## src/rtl/comparison_pkg.sv

```systemverilog
// Shared encodings and widths for the comparison sequencer and its checker.
package comparison_pkg;

   localparam int OPERAND_W = 4;
   localparam int RESULT_W  = 8;

   localparam logic [1:0] OP_EQ  = 2'd0;
   localparam logic [1:0] OP_GT  = 2'd1;
   localparam logic [1:0] OP_LT  = 2'd2;
   localparam logic [1:0] OP_MAX = 2'd3;

   localparam logic [1:0] ST_IDLE  = 2'd0;
   localparam logic [1:0] ST_EVAL  = 2'd1;
   localparam logic [1:0] ST_CHECK = 2'd2;
   localparam logic [1:0] ST_DONE  = 2'd3;

   typedef enum logic [1:0] {
      IDLE  = ST_IDLE,
      EVAL  = ST_EVAL,
      CHECK = ST_CHECK,
      DONE  = ST_DONE
   } state_e;

endpackage

```

## src/rtl/comparison_checker.sv

```systemverilog
// Cross-operation consistency check over the captured sweep results.
module comparison_checker
   import comparison_pkg::*;
(
   input  logic                 eq_flag,
   input  logic                 gt_flag,
   input  logic                 lt_flag,
   input  logic [OPERAND_W-1:0] max_val,
   input  logic [OPERAND_W-1:0] x,
   input  logic [OPERAND_W-1:0] y,
   output logic                 cons_err
);

   logic one_hot;

   always_comb begin
      one_hot  = ({eq_flag, gt_flag, lt_flag} == 3'b100) ||
                 ({eq_flag, gt_flag, lt_flag} == 3'b010) ||
                 ({eq_flag, gt_flag, lt_flag} == 3'b001);
      cons_err = !one_hot ||
                 (max_val != (gt_flag ? x : y)) ||
                 (eq_flag && (x != y));
   end

endmodule

```

## src/rtl/comparison_sequencer.sv

```systemverilog
// Drives the shared comparison datapath for single ops or a four-op sweep,
// captures results and keeps a sticky error for width/consistency faults.
module comparison_sequencer
   import comparison_pkg::*;
#(
   parameter bit SWEEP_CHECK = 1'b1
)
(
   input  logic                 clk,
   input  logic                 reset_n,
   input  logic                 start,
   input  logic                 sweep,
   input  logic [1:0]           op_in,
   input  logic [OPERAND_W-1:0] x_in,
   input  logic [OPERAND_W-1:0] y_in,
   output logic [OPERAND_W-1:0] cmp_x,
   output logic [OPERAND_W-1:0] cmp_y,
   output logic [1:0]           cmp_op,
   input  logic [RESULT_W-1:0]  cmp_result,
   output logic                 busy,
   output logic                 done,
   output logic [RESULT_W-1:0]  result,
   output logic                 eq_flag,
   output logic                 gt_flag,
   output logic                 lt_flag,
   output logic [OPERAND_W-1:0] max_val,
   output logic                 err,
   input  logic                 err_clr
);

   state_e state;
   logic   sweep_mode;
   logic   width_err;
   logic   cons_err;
   logic   err_set;

   comparison_checker u_checker (
      .eq_flag  (eq_flag),
      .gt_flag  (gt_flag),
      .lt_flag  (lt_flag),
      .max_val  (max_val),
      .x        (cmp_x),
      .y        (cmp_y),
      .cons_err (cons_err)
   );

   // Boolean ops may only use bit 0; MAX may only use the operand-width nibble.
   always_comb begin
      width_err = (cmp_op == OP_MAX) ? (|cmp_result[RESULT_W-1:OPERAND_W])
                                     : (|cmp_result[RESULT_W-1:1]);
      err_set   = ((state == EVAL) && width_err) || ((state == CHECK) && cons_err);
      busy      = (state != IDLE);
      done      = (state == DONE);
   end

   always_ff @(posedge clk or negedge reset_n) begin
      if (!reset_n) begin
         state      <= IDLE;
         sweep_mode <= 1'b0;
         cmp_x      <= '0;
         cmp_y      <= '0;
         cmp_op     <= OP_EQ;
         result     <= '0;
         eq_flag    <= 1'b0;
         gt_flag    <= 1'b0;
         lt_flag    <= 1'b0;
         max_val    <= '0;
      end else begin
         case (state)
            IDLE: begin
               if (start) begin
                  cmp_x      <= x_in;
                  cmp_y      <= y_in;
                  cmp_op     <= sweep ? OP_EQ : op_in;
                  sweep_mode <= sweep;
                  state      <= EVAL;
               end
            end
            EVAL: begin
               case (cmp_op)
                  OP_EQ:   eq_flag <= cmp_result[0];
                  OP_GT:   gt_flag <= cmp_result[0];
                  OP_LT:   lt_flag <= cmp_result[0];
                  default: max_val <= cmp_result[OPERAND_W-1:0];
               endcase
               if (!sweep_mode || (cmp_op == OP_MAX))
                  result <= cmp_result;
               if (!sweep_mode)
                  state <= DONE;
               else if (cmp_op == OP_MAX)
                  state <= SWEEP_CHECK ? CHECK : DONE;
               else
                  cmp_op <= cmp_op + 2'd1;
            end
            CHECK:   state <= DONE;
            default: state <= IDLE;
         endcase
      end
   end

   // A fresh fault outranks a simultaneous clear so no violation is lost.
   always_ff @(posedge clk or negedge reset_n) begin
      if (!reset_n)
         err <= 1'b0;
      else if (err_set)
         err <= 1'b1;
      else if (err_clr)
         err <= 1'b0;
   end

endmodule
```

## config.mk

```make
export PLATFORM = sky130hd
export DESIGN_NAME = comparison_sequencer
export DESIGN_NICKNAME = d
export VERILOG_FILES = /design/src/rtl/comparison_pkg.sv /design/src/rtl/comparison_checker.sv /design/src/rtl/comparison_sequencer.sv
export SDC_FILE = /design/constraint.sdc
export NUM_CORES = 1
export LEC_CHECK = 0
export BUFFER_PORTS_ARGS = -buffer_cell sky130_fd_sc_hd__buf_2
export CORE_MARGIN = 2
export CORE_UTILIZATION = 49
export DETAILED_ROUTE_END_ITERATION = 7
export HOLD_SLACK_MARGIN = 0.02
export PLACE_DENSITY_LB_ADDON = 0.25
export SLEW_MARGIN = 20
export SYNTH_ARGS = -nofsm -noshare
export SYNTH_HDL_FRONTEND = slang
export SYNTH_SLANG_ARGS = --single-unit
```

## constraint.sdc

```tcl
create_clock -name clk -period 2.3 [get_ports clk]
set_clock_uncertainty 0.15 [all_clocks]
set_input_delay 0.46 -clock clk [delete_from_list [all_inputs] [get_ports clk]]
set_output_delay 0.46 -clock clk [all_outputs]
set_load 0.02 [all_outputs]
```

==> flow_metrics.env <==
export IMPL_timing_hold_violations_final=0
export IMPL_ioPinCount=51
export IMPL_number_of_cells_produced_by_synthesis=117
export IMPL_grt_util_all_layers=0.201
export IMPL_critical_path_cell_chain="inv_1 > ha_1 > inv_1 > buf_2"
export IMPL_critPathMaxStageDelay_ns=0.44
export IMPL_power_density_mw_per_mm2=1620
export IMPL_drc=3
export IMPL_nets=205
export IMPL_antenna_found_initial=0
export IMPL_drt_iter0_markers=38
export IMPL_final_min_clock_period_ns=1.96
export IMPL_clock_tree_buffer_depth=2
export IMPL_clk_pin_slew_ns=0.09
export IMPL_post_cts_resized_instances=0
export IMPL_critical_path_most_common_cell="inv_1"
export IMPL_critical_path_top_delay_family="flip-flops"
export IMPL_core_mm2=0.00281
export IMPL_drtAntennaViolNets=0
export IMPL_least_margin_pin_slew_ns=0.615
export IMPL_status="finished, violations left"
export IMPL_vdd_ir_drop_worst_mv=0.869
export IMPL_hold_worst_slack_ns=0.207
export IMPL_ys_flop_type="dfrtp_1"
export IMPL_path_depth=4
export IMPL_die_h_um=58.6
export IMPL_cts_post_setup_buffers_inserted=0
export IMPL_violations="design-rule violations"
export IMPL_tritoncts_num_buffers=5
export IMPL_timing_critical_path_fanout_max=5
export IMPL_post_route_cells_drive_above_1_share=0.494
export IMPL_syn_num_nets=149
export IMPL_place_gp_congestion=0.842
export IMPL_floorplan_initialDensity=0.521
export IMPL_drt_wirelength_per_cell_um=14.8
export IMPL_post_synthesis_cell_type_count=25
export IMPL_grt_ovfl_total=0
export IMPL_report_final_setup_viol=0
export IMPL_seq_area_frac_synth=0.497
export IMPL_dp_final_hpwl_um=2410
export IMPL_floorplan_rows=19
export IMPL_worstPathArrival_ns=1.35
export IMPL_total_power_w=0.00294
export IMPL_dpl_instance_area_mm2=0.00174
export IMPL_drt_pass1_iter_count=6
export IMPL_cts_htree_levels=2
export IMPL_ys_warnings_count=0
export IMPL_tritoncts="built"
export IMPL_worst_path_max_delay_cell="dfrtp_1"
export IMPL_synth_top_area_share=0.497
export IMPL_path_buf_inv=3
export IMPL_timing_max_slew_rel_slack=0.590
export IMPL_syn_area_mm2=0.00146
export IMPL_max_slew_violation_total_from_the_final_report=0
export IMPL_max_capacitance_violation_count=0
export IMPL_post_synth_top_area_cell="dfrtp_1"
export IMPL_netlist_top_cells_area="dfrtp_1, mux2_2, ha_1"
export IMPL_maximum_number_of_pins_on_one_net_before_global_route_repair=30
export IMPL_num_vias=1108
export IMPL_timing_hold_worst_path_depth=2
export IMPL_insertedDiodeCount=0
export IMPL_p_leak_nw=0.891
export IMPL_async_reset_ff_frac=1.00
export IMPL_finish_instance_area_mm2=0.00182
export IMPL_totalWireLength_um=3040
export IMPL_timing_hold_worst_class="input pin to flip-flop"
export IMPL_required_ns=1.69
export IMPL_yosys_cell_count_top_type="dfrtp_1"
export IMPL_max_clock_freq_mhz=509
export IMPL_synth_top_cells_by_count="dfrtp_1, mux2_2, ha_1"
export IMPL_postSynthRegisterBits=29
export IMPL_post_route_util=0.649
export IMPL_grt_pass1_vias=1093
export IMPL_cts_sink_count=29
export IMPL_cts_root_buf="clkbuf_4"
export IMPL_dieArea_mm2=0.00343
export IMPL_setup_repair_after_global_routing_missed_its_margin="no"
export IMPL_post_synth_cell_area_avg_um2=12.5
export IMPL_finalSetupTns_ns=0
export IMPL_worst_setup_path_end_kind="output port"
export IMPL_global_route_wire_length_before_repair_um=5020
export IMPL_worst_setup_path_start_kind="flip-flop"
export IMPL_layout_filler_cell_count=242
export IMPL_layout_worst_path_cycle_share=0.854
export IMPL_r2r_cells=6
export IMPL_timing_worst_setup_path_type="flip-flop to output port"
export IMPL_detail_route_vias_per_cell=5.40
export IMPL_sequential_cell_area_um2=726
export IMPL_layout_area_overhead_vs_synth_pct=24.6
export IMPL_synth_edf_count=0
export IMPL_die_w_um=58.6
export IMPL_clk_latency_ns=0.33
export IMPL_multi_input_comb_area_um2=702
export IMPL_buffer_ports_inserted=50
routing by layer:
| layer | wire length [um] | GRT usage | vias to the layer above |
|---|---|---|---|
| met5 | 0 | 0 | - |
| met3 | 230 | 0.0505 | 5 |
| met2 | 1510 | 0.311 | 40 |
| met4 | 47 | 0.0942 | 0 |
| li1 | - | - | 518 |
| met1 | 1260 | 0.266 | 545 |
final cells by class:
class                      count  share of cell area
timing repair buffer          51               0.143
tap                           31              0.0213
inverter                       6              0.0124
clock buffer                   7              0.0358
sequential                    29               0.399
clock inverter                 1             0.00275
multi-input combinational     80               0.386
layout by cell type, fill, tap and decap left out, types with 2 or more instances in the layout:
| master | instances |
|---|---|
| buf_2 | 50 |
| xnor2_1 | 3 |
| inv_1 | 6 |
| xor2_1 | 7 |
| nor2_1 | 4 |
| clkbuf_4 | 5 |
| ha_1 | 9 |
| nor3_1 | 2 |
| nand2_1 | 8 |
| a21oi_1 | 4 |
| mux2_2 | 25 |
| o31ai_1 | 2 |
| o21ai_0 | 2 |
| dfrtp_1 | 29 |
| mux2i_1 | 3 |
| clkbuf_8 | 2 |
cells by family after synthesis:
logic type / count (synthesis) / synth area share
compound gates: 14 / 0.0703
xor+xnor: 10 / 0.0600
fa+ha+maj: 9 / 0.0771
buf+inv: 8 / 0.0223
flops: 29 / 0.497
mux: 28 / 0.213
simple gates: 19 / 0.0600
through the flow:
stage | cells | setup WS (ns)
2_1_floorplan | 117 | 0.594
3_3_place_gp | 196 | 0.536
3_5_place_dp | 196 | 0.439
4_1_cts | 205 | 0.313
5_1_grt | 205 | 0.228
6_report | 205 | 0.335
registers in the layout, indices dropped and copies added, names as in the netlist:
| register | flops |
|---|---|
| sweep_mode | 1 |
| state | 2 |
| result | 8 |
| cmp_x | 4 |
| lt_flag | 1 |
| cmp_y | 4 |
| cmp_op | 2 |
| gt_flag | 1 |
| max_val | 4 |
| eq_flag | 1 |
| err | 1 |
where the power goes:
part / internal, W / switching, W
logic: 0.000688 / 0.000841
clock network: 0.000177 / 0.000177
registers: 0.000778 / 0.000278
what timing repair did:
action | in CTS | in global routing
hold buffers | 1 | 0
endpoints found under the setup margin | 0 | 0
hold endpoints to repair | 29 | 0
path summary, 6_finish.rpt:
path	start	end	slack (ns)
setup / recovery	state[0]$_DFFE_PN0P_	busy	0.34
hold / removal	x_in[2]	cmp_x[2]$_DFFE_PN0P_	0.21
setup reg to reg	state[1]$_DFFE_PN0P_	cmp_op[1]$_DFFE_PN0P_	0.43
hold reg to reg	result[7]$_DFFE_PN0P_	result[7]$_DFFE_PN0P_	0.36
max in group asynchronous	reset_n	result[2]$_DFFE_PN0P_	1.08
min in group asynchronous	reset_n	state[0]$_DFFE_PN0P_	0.51
Note: power is estimated with default switching activity, not from simulation.
